`src/rtl/project_period_counter_slave.sv`:
```
// Slave period counter (up/down/up-down) with phase-sync load and daisy-chain sync output.
// o_period/o_dir/o_sync registered, one edge from inputs; no backpressure, i_en=0 or mode 00 holds state.
module project_period_counter_slave #(
  parameter int WIDTH = 16
) (
  input  logic             i_clk,
  input  logic             i_reset,
  input  logic             i_en,
  input  logic [1:0]       i_mode,
  input  logic [WIDTH-1:0] i_period,
  input  logic             i_sync,
  input  logic             i_sync_en,
  input  logic [WIDTH-1:0] i_phase,
  input  logic             i_phase_dir,
  input  logic [1:0]       i_sync_sel,
  input  logic [WIDTH-1:0] i_compare_b,
  output logic [WIDTH-1:0] o_period,
  output logic [WIDTH-1:0] o_period_next,
  output logic             o_dir,
  output logic             o_sync
);

  typedef enum logic {UP = 1'b0, DOWN = 1'b1} dir_t;

  localparam logic [WIDTH-1:0] ONE = WIDTH'(1);

  dir_t             dir_q;
  dir_t             dir_d;
  logic [WIDTH-1:0] cnt_d;
  logic [WIDTH-1:0] per_q;
  logic [WIDTH-1:0] per_d;
  logic [WIDTH-1:0] ph_sat;
  logic             sync_q;
  logic             sync_evt;
  logic             run;
  logic             sync_cond;

  always_comb begin
    run      = i_en && (i_mode != 2'b00);
    sync_evt = i_sync && !sync_q;
    ph_sat   = (i_phase > i_period) ? i_period : i_phase;
    cnt_d    = o_period;
    dir_d    = dir_q;
    per_d    = per_q;
    if (run && sync_evt && i_sync_en) begin
      // Sync reloads the period too, so the phase is clamped against the incoming period.
      cnt_d = ph_sat;
      per_d = i_period;
      if (i_mode == 2'b01)
        dir_d = UP;
      else if (i_mode == 2'b10)
        dir_d = DOWN;
      else if (i_phase == '0)
        dir_d = UP;
      else if (i_phase >= i_period)
        dir_d = DOWN;
      else
        dir_d = dir_t'(i_phase_dir);
    end else if (run) begin
      case (i_mode)
        2'b01: begin
          dir_d = UP;
          if (o_period >= per_q) begin
            cnt_d = '0;
            per_d = i_period;
          end else begin
            cnt_d = o_period + ONE;
          end
        end
        2'b10: begin
          dir_d = DOWN;
          if (o_period == '0) begin
            cnt_d = i_period;
            per_d = i_period;
          end else begin
            cnt_d = o_period - ONE;
          end
        end
        default: begin
          if (per_q == '0)
            cnt_d = '0;
          else if (dir_q == UP)
            cnt_d = (o_period >= per_q) ? o_period - ONE : o_period + ONE;
          else
            cnt_d = (o_period == '0) ? o_period + ONE : o_period - ONE;
          // Direction follows the new count so 0 and P are each visited once per turn.
          if (cnt_d == '0) begin
            dir_d = UP;
            per_d = i_period;
          end else if (cnt_d == per_q) begin
            dir_d = DOWN;
          end else begin
            dir_d = (cnt_d > o_period) ? UP : DOWN;
          end
        end
      endcase
    end
  end

  always_comb begin
    case (i_sync_sel)
      2'b00:   sync_cond = sync_evt;
      2'b01:   sync_cond = run && (o_period == '0);
      2'b10:   sync_cond = run && (o_period == i_compare_b);
      default: sync_cond = run && (o_period == per_q);
    endcase
  end

  assign o_period_next = i_reset ? '0 : cnt_d;
  assign o_dir         = dir_q;

  always_ff @(posedge i_clk) begin
    if (i_reset) begin
      o_period <= '0;
      dir_q    <= UP;
      per_q    <= i_period;
      sync_q   <= 1'b0;
      o_sync   <= 1'b0;
    end else begin
      o_period <= cnt_d;
      dir_q    <= dir_d;
      per_q    <= per_d;
      sync_q   <= i_sync;
      o_sync   <= sync_cond;
    end
  end

endmodule

```
`config.mk`:
```
export PLATFORM = sky130hd
export DESIGN_NAME = project_period_counter_slave
export DESIGN_NICKNAME = d
export VERILOG_FILES = /design/src/rtl/project_period_counter_slave.sv
export SDC_FILE = /design/constraint.sdc
export NUM_CORES = 1
export LEC_CHECK = 0
export ABC_AREA = 1
export BUFFER_PORTS_ARGS = -buffer_cell sky130_fd_sc_hd__buf_2
export CORE_MARGIN = 2
export CORE_UTILIZATION = 58
export DETAILED_ROUTE_END_ITERATION = 12
export MAX_ROUTING_LAYER = met4
export PLACE_DENSITY = 0.82
export SLEW_MARGIN = 10
export SYNTH_ARGS = -nofsm -noshare
export SYNTH_HDL_FRONTEND = slang
export SYNTH_SLANG_ARGS = --single-unit
```
`constraint.sdc`:
```
create_clock -name i_clk -period 3.73 [get_ports i_clk]
set_input_delay 0.1865 -clock i_clk [delete_from_list [all_inputs] [get_ports i_clk]]
set_output_delay 0.1865 -clock i_clk [all_outputs]
set_load 0.01 [all_outputs]
```
==> metrics.md <==
| Metric | Value |
|---|---|
| Status | `completed` |
| Skew final | `8.24 ps` |
| I/O pins | `92` |
| Final setup viols | `0` |
| Via count | `6507` |
| CP endpoint kind | `output port` |
| Grt total ovfl | `0` |
| Antenna cells | `0` |
| # Max-Cap Violations | `0` |
| Async set or reset register ratio after synthesis | `0` |
| CTS root buf | `clkbuf_8` |
| Final slew viol count | `0` |
| WP data arrival | `3440 ps` |
| Routability cong. | `1.11` |
| Worst slack, placed | `175 ps` |
| Crit path from | `o_period[1]` |
| Fraction of layout cells with a size suffix above 1 | `0.206` |
| Nets | `1035` |
| Max VDD drop | `0.171 mV` |
| Sum of net half-perimeters after detailed placement | `16.0 mm` |
| Clk sinks | `35` |
| Synth area leaders | `nand2_1 14%, ha_1 14%, edfxtp_1 9.1%, dfxtp_1 7.2%, inv_1 7.1%` |
| Slew @ Worst Pin | `751 ps` |
| Core area | `8760 um2` |
| First-pass iteration count of the detailed router | `5` |
| GRT Total Usage | `0.420` |
| Total CTS buffers | `5` |
| CP startpoint kind | `register` |
| Clk_lat worst skew | `300 ps` |
| Syn_nets | `942` |
| Mapped Cells | `827` |
| Area delta synth->final | `14.9%` |
| Post-synth top cells | `200 x nand2_1, 99 x inv_1, 73 x nand3_1, 60 x a21oi_1, 57 x ha_1` |
| Setup Crit Path Kind | `register to output port` |
| Syn. warnings | `0` |
| Vias in the first global route | `6048` |
| Cell area after layout | `6040 um2` |
| Max Clk Rate | `275 MHz` |
| Total die area | `9850 um2` |
| Largest net degree at the start of global routing | `29` |
| Post-DR vias/cell | `6.32` |
| Setup ws final | `98.7 ps` |
| Post-CTS Hold Buffers | `0` |
| Drt drc | `0` |
| First-pass GRT wire length | `31.3 mm` |
| Slew headroom | `0.499` |
| PortBufs | `91` |
| Post-synth top area cell | `nand2_1` |
| Clock Tree Buf Depth | `2` |
| Worst hold path type | `input port to register` |
| R2R Path Start | `per_q[3]` |
| Critical hold path startpoint | `i_period[3]` |
| Yosys reg bits | `35` |
| Area after DPL | `5840 um2` |
| Initial antenna violation count | `0` |
| Min cycle time layout | `3630 ps` |
| Syn Std Cell Area | `5260 um2` |
| Ys flop type | `dfxtp_1` |
| Syn Area/Cell | `6.36 um2` |
| Filler instances | `793` |
| TritonCTS clock tree | `built` |
| Antenna Nets Post-Route | `0` |
| Clk pin slew, worst setup/hold paths | `80 ps` |
| Initial Util | `0.600` |
| Post-Route WL | `20.4 mm` |
| Synth unique cells | `48` |
| Part of the cycle the worst path needs | `0.974` |
| Initial drt markers | `721` |
| CP max FO | `28` |
| Power density cells | `355 nW/um2` |
| CP required | `3540 ps` |
| Leakage Power | `3.19 nW` |
| Wire per inst | `19.8 um` |
| Most common cell in the netlist | `nand2_1` |
| Post-synth top area share | `0.143` |
| H-tree depth | `2` |
| Die Wd | `99.2 um` |
| Rows | `34` |
| Die Ht | `99.2 um` |
| Post-synth EDFFs | `16` |
| Final Hold Viols | `0` |
| Register area share after synthesis | `0.164` |
-- what timing repair did --
item / CTS / global route
endpoints found under the setup margin: 0 / 12
resized for setup: 0 / 17
setup buffers: 0 / 4
-- flip-flops by register name, indices dropped and copies added (netlist names) --
name,count
o_sync,1
sync_q,1
o_period,16
per_q,16
o_dir,1
-- critical path, stage by stage (launching register included) --
cell and delay, ps:
dfxtp_1 490, inv_1 220, ha_1 250, nand2_1 80, nor2_1 70, nand2_4 300
inv_2 80, buf_4 230, nand2_1 130, o21ai_0 100, o221ai_1 180, a31oi_1 180
nor3_1 580, buf_2 250
-- through the flow --
stage                     cells  setup TNS (ps)  power (mW)   util  hold WS (ps)
after floorplan             827               0        1.38      -           285
after global placement     1017               0        1.73  0.667           392
after detailed placement   1017               0        1.75  0.667           398
after CTS                  1025               0        2.04  0.677          98.0
after global routing       1029           -7.80        2.29  0.690          97.8
final                      1029               0        2.15  0.690           101
-- cell usage in the layout, fill, tap and decap left out, types with 16 or more instances in the layout --
master / instances
dfxtp_1: 17
o21ai_0: 43
inv_1: 98
nand2_1: 196
nand3_1: 72
a21oi_1: 60
nor2_1: 52
buf_4: 25
xor2_1: 24
edfxtp_1: 16
buf_2: 91
ha_1: 57
-- power breakdown --
group	total, mW	leakage (nW)	internal, mW	switching, mW
Combinational	1.38	2.83	0.459	0.916
Sequential	0.479	0.316	0.439	0.0405
Clock	0.293	0.0412	0.131	0.163
-- cell families after synthesis --
family / synth area share
fa+ha+maj: 0.136
compound gates: 0.179
xor+xnor: 0.0481
buf+inv: 0.115
flops: 0.164
simple gates: 0.358
-- final timing paths --
kind	end	slack, ps	cells after the start
worst max-delay path	o_period_next[3]	100	13
worst min-delay path	per_q[3]	100	1
worst max register to register	o_dir	190	25
worst min register to register	o_sync	600	3
-- layer usage --
| metal | vias to the layer above | routed length (um) | global-route usage |
|---|---|---|---|
| met5 | - | 0 | - |
| met1 | 2892 | 7830 | 0.542 |
| met2 | 549 | 8320 | 0.614 |
| met4 | 0 | 894 | 0.165 |
| li1 | 2978 | - | - |
| met3 | 88 | 3340 | 0.129 |
-- final cells by class --
cell class | count | area [um2] | area share
clock buffers | 6 | 72.6 | 0.0120
flip-flops and latches | 35 | 863 | 0.143
clock inverters | 2 | 12.5 | 0.00207
well taps | 108 | 135 | 0.0224
repair buffers | 118 | 683 | 0.113
multi-input cells | 648 | 3850 | 0.637
inverters | 112 | 427 | 0.0706
No activity file was read; power rests on OpenSTA's default activity.
